`src/rtl/pfixed_to_pfloat_pkg.sv`:
```
// Shared definitions for the fixed-point to single-precision converter:
// FSM state encodings, exponent bias and the default fraction width.
package pfixed_to_pfloat_pkg;

    typedef enum logic [2:0] {
        ST_IDLE  = 3'd0,
        ST_ABS   = 3'd1,
        ST_NORM  = 3'd2,
        ST_ROUND = 3'd3,
        ST_DONE  = 3'd4
    } fsm_state_t;

    localparam int BIAS              = 127;
    localparam int FRAC_BITS_DEFAULT = 21;

endpackage

```
`src/rtl/pfixed_to_pfloat_if.sv`:
```
// Request/response bundle of the converter.
// Handshake: the requester raises BEGIN_FSM_FX with FIXED stable for one
// sampling edge while the block is idle; the block answers by holding
// ACK_FX high with RESULT valid until RST_FSM_FX returns it to idle.
interface pfixed_to_pfloat_if;
    logic        RST_FSM_FX;
    logic        BEGIN_FSM_FX;
    logic [31:0] FIXED;
    logic        ACK_FX;
    logic [31:0] RESULT;

    modport master (
        output RST_FSM_FX,
        output BEGIN_FSM_FX,
        output FIXED,
        input  ACK_FX,
        input  RESULT
    );

    modport slave (
        input  RST_FSM_FX,
        input  BEGIN_FSM_FX,
        input  FIXED,
        output ACK_FX,
        output RESULT
    );
endinterface

```
`src/rtl/fsm_fixed_float.sv`:
```
// Control FSM of the converter: sequences IDLE -> ABS -> NORM -> ROUND -> DONE,
// counts the normalisation shifts (k) and drives the registered acknowledge.
module fsm_fixed_float
    import pfixed_to_pfloat_pkg::*;
(
    input  logic       clk,
    input  logic       rst_n,
    input  logic       rst_fsm,
    input  logic       start,
    input  logic       op_zero,
    input  logic       mag_msb,
    output fsm_state_t state,
    output logic [4:0] k,
    output logic       ack
);

    // State, shift count and acknowledge all advance together on the clock edge.
    always_ff @(posedge clk or negedge rst_n) begin
        if (!rst_n) begin
            state <= ST_IDLE;
            k     <= 5'd0;
            ack   <= 1'b0;
        end else if (rst_fsm) begin
            // Abort wins over everything, including a start request in IDLE.
            state <= ST_IDLE;
            ack   <= 1'b0;
        end else begin
            case (state)
                ST_IDLE: begin
                    ack <= 1'b0;
                    if (start) begin
                        state <= ST_ABS;
                    end
                end
                ST_ABS: begin
                    k <= 5'd0;
                    if (op_zero) begin
                        state <= ST_DONE;
                        ack   <= 1'b1;
                    end else begin
                        state <= ST_NORM;
                    end
                end
                ST_NORM: begin
                    // One shift per cycle until the leading one reaches bit 31.
                    if (mag_msb) begin
                        state <= ST_ROUND;
                    end else begin
                        k <= k + 5'd1;
                    end
                end
                ST_ROUND: begin
                    state <= ST_DONE;
                    ack   <= 1'b1;
                end
                ST_DONE: begin
                    ack <= 1'b1;
                end
                default: begin
                    state <= ST_IDLE;
                    ack   <= 1'b0;
                end
            endcase
        end
    end

endmodule

```
`src/rtl/pfixed_to_pfloat.sv`:
```
// Converts a signed 32-bit fixed-point value with FRAC_BITS fraction bits into
// an IEEE-754 single-precision word. Normalisation is iterative (one bit per
// cycle) and rounding is round-to-nearest-even.
module pfixed_to_pfloat
    import pfixed_to_pfloat_pkg::*;
#(
    parameter int FRAC_BITS = FRAC_BITS_DEFAULT
) (
    input  logic             CLK,
    input  logic             RST_FF,
    pfixed_to_pfloat_if.slave bus,
    output fsm_state_t       dbg_state
);

    // Exponent of a value whose leading one sits at bit 31 before any shift.
    localparam logic [7:0] EXP_TOP = 8'(BIAS + 31 - FRAC_BITS);

    fsm_state_t  state;
    logic [4:0]  k;
    logic        ack;
    logic [31:0] operand;
    logic        sign;
    logic [31:0] mag;
    logic [31:0] result_q;

    logic [31:0] mag_abs;
    logic        op_zero;
    logic        guard;
    logic        sticky;
    logic        round_up;
    logic [23:0] frac_sum;
    logic [7:0]  exp_field;

    fsm_fixed_float u_fsm (
        .clk     (CLK),
        .rst_n   (RST_FF),
        .rst_fsm (bus.RST_FSM_FX),
        .start   (bus.BEGIN_FSM_FX),
        .op_zero (op_zero),
        .mag_msb (mag[31]),
        .state   (state),
        .k       (k),
        .ack     (ack)
    );

    // Magnitude and rounding arithmetic; 0x80000000 negates to itself, which
    // is the correct unsigned magnitude.
    always_comb begin
        mag_abs   = operand[31] ? (~operand + 32'd1) : operand;
        op_zero   = (operand == 32'd0);
        guard     = mag[7];
        sticky    = |mag[6:0];
        round_up  = guard & (sticky | mag[8]);
        frac_sum  = {1'b0, mag[30:8]} + {23'd0, round_up};
        // A carry out of the fraction bumps the exponent; the fraction wraps to 0.
        exp_field = EXP_TOP - {3'd0, k} + {7'd0, frac_sum[23]};
    end

    // Datapath registers, stepped by the FSM state.
    always_ff @(posedge CLK or negedge RST_FF) begin
        if (!RST_FF) begin
            operand  <= 32'd0;
            sign     <= 1'b0;
            mag      <= 32'd0;
            result_q <= 32'd0;
        end else if (!bus.RST_FSM_FX) begin
            case (state)
                ST_IDLE: begin
                    if (bus.BEGIN_FSM_FX) begin
                        operand <= bus.FIXED;
                    end
                end
                ST_ABS: begin
                    sign <= operand[31];
                    mag  <= mag_abs;
                    if (op_zero) begin
                        result_q <= 32'd0;
                    end
                end
                ST_NORM: begin
                    if (!mag[31]) begin
                        mag <= {mag[30:0], 1'b0};
                    end
                end
                ST_ROUND: begin
                    result_q <= {sign, exp_field, frac_sum[22:0]};
                end
                default: begin
                end
            endcase
        end
    end

    assign bus.ACK_FX  = ack;
    assign bus.RESULT  = result_q;
    assign dbg_state   = state;

endmodule

```
`src/flat_wrapper.sv`:
```
// flat-port wrapper written by rule: the top's interface ports become plain ports
module pfixed_to_pfloat_flat import pfixed_to_pfloat_pkg::*;
#(
    parameter int FRAC_BITS = FRAC_BITS_DEFAULT
)
  (CLK, RST_FF, dbg_state, bus_RST_FSM_FX, bus_BEGIN_FSM_FX, bus_FIXED, bus_ACK_FX, bus_RESULT);
  pfixed_to_pfloat_if bus_i ();
  input  logic CLK;
  input  logic RST_FF;
  output fsm_state_t dbg_state;
  input wire logic [$bits(bus_i.RST_FSM_FX)-1:0] bus_RST_FSM_FX;
  input wire logic [$bits(bus_i.BEGIN_FSM_FX)-1:0] bus_BEGIN_FSM_FX;
  input wire logic [$bits(bus_i.FIXED)-1:0] bus_FIXED;
  output wire logic [$bits(bus_i.ACK_FX)-1:0] bus_ACK_FX;
  output wire logic [$bits(bus_i.RESULT)-1:0] bus_RESULT;
  assign bus_i.RST_FSM_FX = bus_RST_FSM_FX;
  assign bus_i.BEGIN_FSM_FX = bus_BEGIN_FSM_FX;
  assign bus_i.FIXED = bus_FIXED;
  assign bus_ACK_FX = bus_i.ACK_FX;
  assign bus_RESULT = bus_i.RESULT;
  pfixed_to_pfloat #(.FRAC_BITS(FRAC_BITS)) u_core (.CLK(CLK), .RST_FF(RST_FF), .bus(bus_i), .dbg_state(dbg_state));
endmodule
```
`config.mk`:
```
export PLATFORM = sky130hd
export DESIGN_NAME = pfixed_to_pfloat_flat
export DESIGN_NICKNAME = d
export VERILOG_FILES = /design/src/rtl/pfixed_to_pfloat_pkg.sv /design/src/rtl/pfixed_to_pfloat_if.sv /design/src/rtl/fsm_fixed_float.sv /design/src/rtl/pfixed_to_pfloat.sv /design/src/flat_wrapper.sv
export SDC_FILE = /design/constraint.sdc
export NUM_CORES = 1
export LEC_CHECK = 0
export BUFFER_PORTS_ARGS = -buffer_cell sky130_fd_sc_hd__buf_2
export CAP_MARGIN = 0
export CORE_UTILIZATION = 50
export CTS_CLUSTER_DIAMETER = 30
export CTS_CLUSTER_SIZE = 12
export DETAILED_ROUTE_END_ITERATION = 10
export PLACE_DENSITY_LB_ADDON = 0.05
export RECOVER_POWER = 100
export SLEW_MARGIN = 10
export SYNTH_ARGS = -nofsm -noshare
export SYNTH_HDL_FRONTEND = slang
export SYNTH_HIERARCHICAL = 1
export SYNTH_SLANG_ARGS = --single-unit
```
`constraint.sdc`:
```
create_clock -name CLK -period 2.8 [get_ports CLK]
set_clock_uncertainty 0.15 [all_clocks]
set_input_delay 0.84 -clock CLK [delete_from_list [all_inputs] [get_ports CLK]]
set_output_delay 0.84 -clock CLK [all_outputs]
set_load 0.02 [all_outputs]
```
==> results.ini <==
[critical_path]
worst_r2r_endpoint=u_core/bus.RESULT[4]
critPathLaunch=u_core/operand[27]
path_class=reg -> reg
cp_cell_sequence=or4_1 > or4_4 > nor3_4 > a21o_1 > buf_12 > mux2_2
required_ps=2890
cp_slowest_cell=or4_1
cpPeakStageDelay_ps=570
startpoint_type=flip-flop
reg2reg_from=u_core/operand[27]
r2r_cells=6
cp_max_fo=27
cpLargestDelayFamily=simple AND/OR/NAND/NOR gates
r2r_slack_ps=140
crit_path_end_kind=flip-flop
path_buf_inv=1
critPathArrivalTime_ps=2760

[synthesis]
syn_inst=597
avgSynthCellArea_um2=10.1
synth-edff-count=0
synth_top_family_by_area=simple AND/OR/NAND/NOR gates
synth-xor-area-share=0.0627
synth-simple-area-share=0.179
yosysSeqAreaShare=0.441
synthMuxAreaShare=0.128
synth_ff_type=dfrtp_1
ys_ff_latch=106
syn_nets=638
ys_async_sr_fraction=1.00
yosysUniqueCellTypes=63
syn_area_um2=6010
synth_compound_area_frac=0.136
synthAdderAreaFrac=0.0104
yosys_warnings=6

[placement]
routabilityCongestion=0.841
dpl.hpwl_um=10000
dp.cells=806
io_buffers=71
post_dp_cell_area_um2=6670

[timing]
hold_viol=0
setup_viol=0
fmax_mhz=375
rsz0062_at_grt=false
slew_headroom=0.141
finalCritPeriodShare=0.952
drv_slew=0
fin_crit_ps=2660
tightest_slew_ps=1280
finalSetupTns_ps=0

[cts]
clk_pin_slew_ps=70
h-tree-depth=3
cts_tree=done
cts-buffers-inserted=9
post_cts_buffers=0
cts_resized=0
cts.sinks=106
cts_buffer_depth=2
postCtsHoldBufs=0
cts_root_buffer=clkbuf_16
clk_latency_ps=350

[global_routing]
busiest_layer=met1
grt_pass1_vias=4467
antenna_found_initial=0
grt.overflow.total=0
grt_pass1_wl_um=22600
gr-usage-met3=0.0316
grt_max_degree=40
globalRouteTotalUtil=0.228
globalRouteMet1Util=0.336
gr-usage-met2=0.334

[layout]
final_cell_count_no_fill=821
final_cell_mix=106 x dfrtp_1, 63 x nand2_1, 41 x mux2_2
design_area_um2=6810
nFillCells=1051
fin_nets=715
final_common_cell=dfrtp_1
antenna_cells=0
drive_gt1_frac=0.199
syn2layout_area_growth_pct=13.3

[power]
p_sw_frac=0.373
peakVddDrop_mv=0.445
p_sw_w=0.00205
intPower_w=0.00344
powerDensity_nw_per_um2=806
leakage_nw=2.93
comb_power_share=0.303
power_frac_clock=0.227
seqPwrFrac=0.470

[floorplan]
io_pins=72
die_area_um2=12500
rows=39
die_h_um=112
die_x_um=112
core_area_um2=11600
start_util=0.520

[min_path]
hold_depth=1
holdPathEnd=u_core/bus.RESULT[24]
min_path_type=reg -> reg
min_from=u_core/bus.RESULT[24]

[routing]
wl_per_cell_um=16.6
dr.first_iter.drc_count=255
via_per_inst=5.81
drcViolationCount=7
ant_nets=0
drtPass1Iterations=7
wirelength_um=13700
vias=4766

[run_status]
failed_checks=DRC
outcome=finished, violations left

[run]
maxCapViolCount=0

[state kept, by name (all words and copies together), names as in the netlist]
signal	cells
u_core/bus.RESULT	32
u_core/u_fsm/ack	1
u_core/sign	1
u_core/operand	32
u_core/mag	32
u_core/u_fsm/state	3
u_core/u_fsm/k	5
[layout make-up]
| type | instances | area (µm²) | area share |
|---|---|---|---|
| tap | 143 | 179 | 0.0263 |
| sequential | 106 | 2650 | 0.389 |
| timing repair buffer | 105 | 567 | 0.0832 |
| clock inverter | 5 | 56.3 | 0.00827 |
| inverter | 15 | 56.3 | 0.00827 |
| clock buffer | 10 | 229 | 0.0336 |
| multi-input combinational | 437 | 3070 | 0.451 |
[cell usage after synthesis (6+ instances only)]
| cell type | instances | share of area |
|---|---|---|
| nand2_1 | 63 | 0.039 |
| nand4_1 | 15 | 0.016 |
| a21oi_1 | 22 | 0.018 |
| mux2_4 | 14 | 0.035 |
| and3_1 | 8 | 0.0083 |
| nor3b_1 | 8 | 0.010 |
| mux2i_1 | 10 | 0.017 |
| o21ai_0 | 27 | 0.022 |
| nor3_1 | 15 | 0.012 |
| o31ai_1 | 10 | 0.012 |
| o41ai_1 | 8 | 0.012 |
| nand3_1 | 9 | 0.0075 |
| dfrtp_1 | 106 | 0.44 |
| or4_1 | 6 | 0.0075 |
| nor2_1 | 38 | 0.024 |
| clkbuf_1 | 32 | 0.020 |
| mux2_2 | 41 | 0.077 |
| inv_1 | 15 | 0.0094 |
| xor2_1 | 25 | 0.036 |
| xnor2_1 | 18 | 0.026 |
| nor4_1 | 8 | 0.0083 |
| o221ai_1 | 10 | 0.015 |
[routing by layer]
layer / wire, µm / share of wire
met1: 6910 / 0.51
met2: 5930 / 0.43
met3: 541 / 0.040
met4: 278 / 0.020
met5: 0 / 0
[power groups by stage]
stage | Clock [W] | Combinational, W | Sequential (W)
after CTS | 0.00129 | 0.00171 | 0.00257
after global routing | 0.00133 | 0.00184 | 0.00266
after detailed placement | 0 | 0.00169 | 0.00259
final | 0.00125 | 0.00166 | 0.00258
after global placement | 0 | 0.00165 | 0.00256
after floorplan | 0 | 0.00123 | 0.00245
[metrics by stage]
step | util | hold slack (ps) | worst slack (ps) | total power [W]
after floorplan | - | 294 | 118 | 0.00368
after global placement | 0.576 | 305 | 179 | 0.00421
after detailed placement | 0.576 | 314 | 119 | 0.00429
after CTS | 0.601 | 330 | 72.7 | 0.00556
after global routing | 0.589 | 354 | 20.9 | 0.00584
final | 0.589 | 328 | 135 | 0.00549
[logic make-up (layout without fill, tap and decap cells)]
| family | Yosys count | count (layout) |
|---|---|---|
| flops | 106 | 106 |
| xor+xnor | 43 | 43 |
| mux | 65 | 65 |
| compound gates | 119 | 119 |
| simple gates | 205 | 205 |
| fa+ha+maj | 5 | 5 |
| buf+inv | 54 | 135 |
[worst max path at each step]
stage                                       end  slack (ps)  depth (start not counted)
after floorplan           u_core/bus.RESULT[27]         120                         12
after global placement     u_core/bus.RESULT[0]         180                          6
after detailed placement   u_core/bus.RESULT[4]         120                          6
after CTS                      u_core/u_fsm/ack          70                          7
after global routing      u_core/bus.RESULT[27]          20                         11
final                      u_core/bus.RESULT[4]         140                          6
Power figures use the tool's default switching activity.
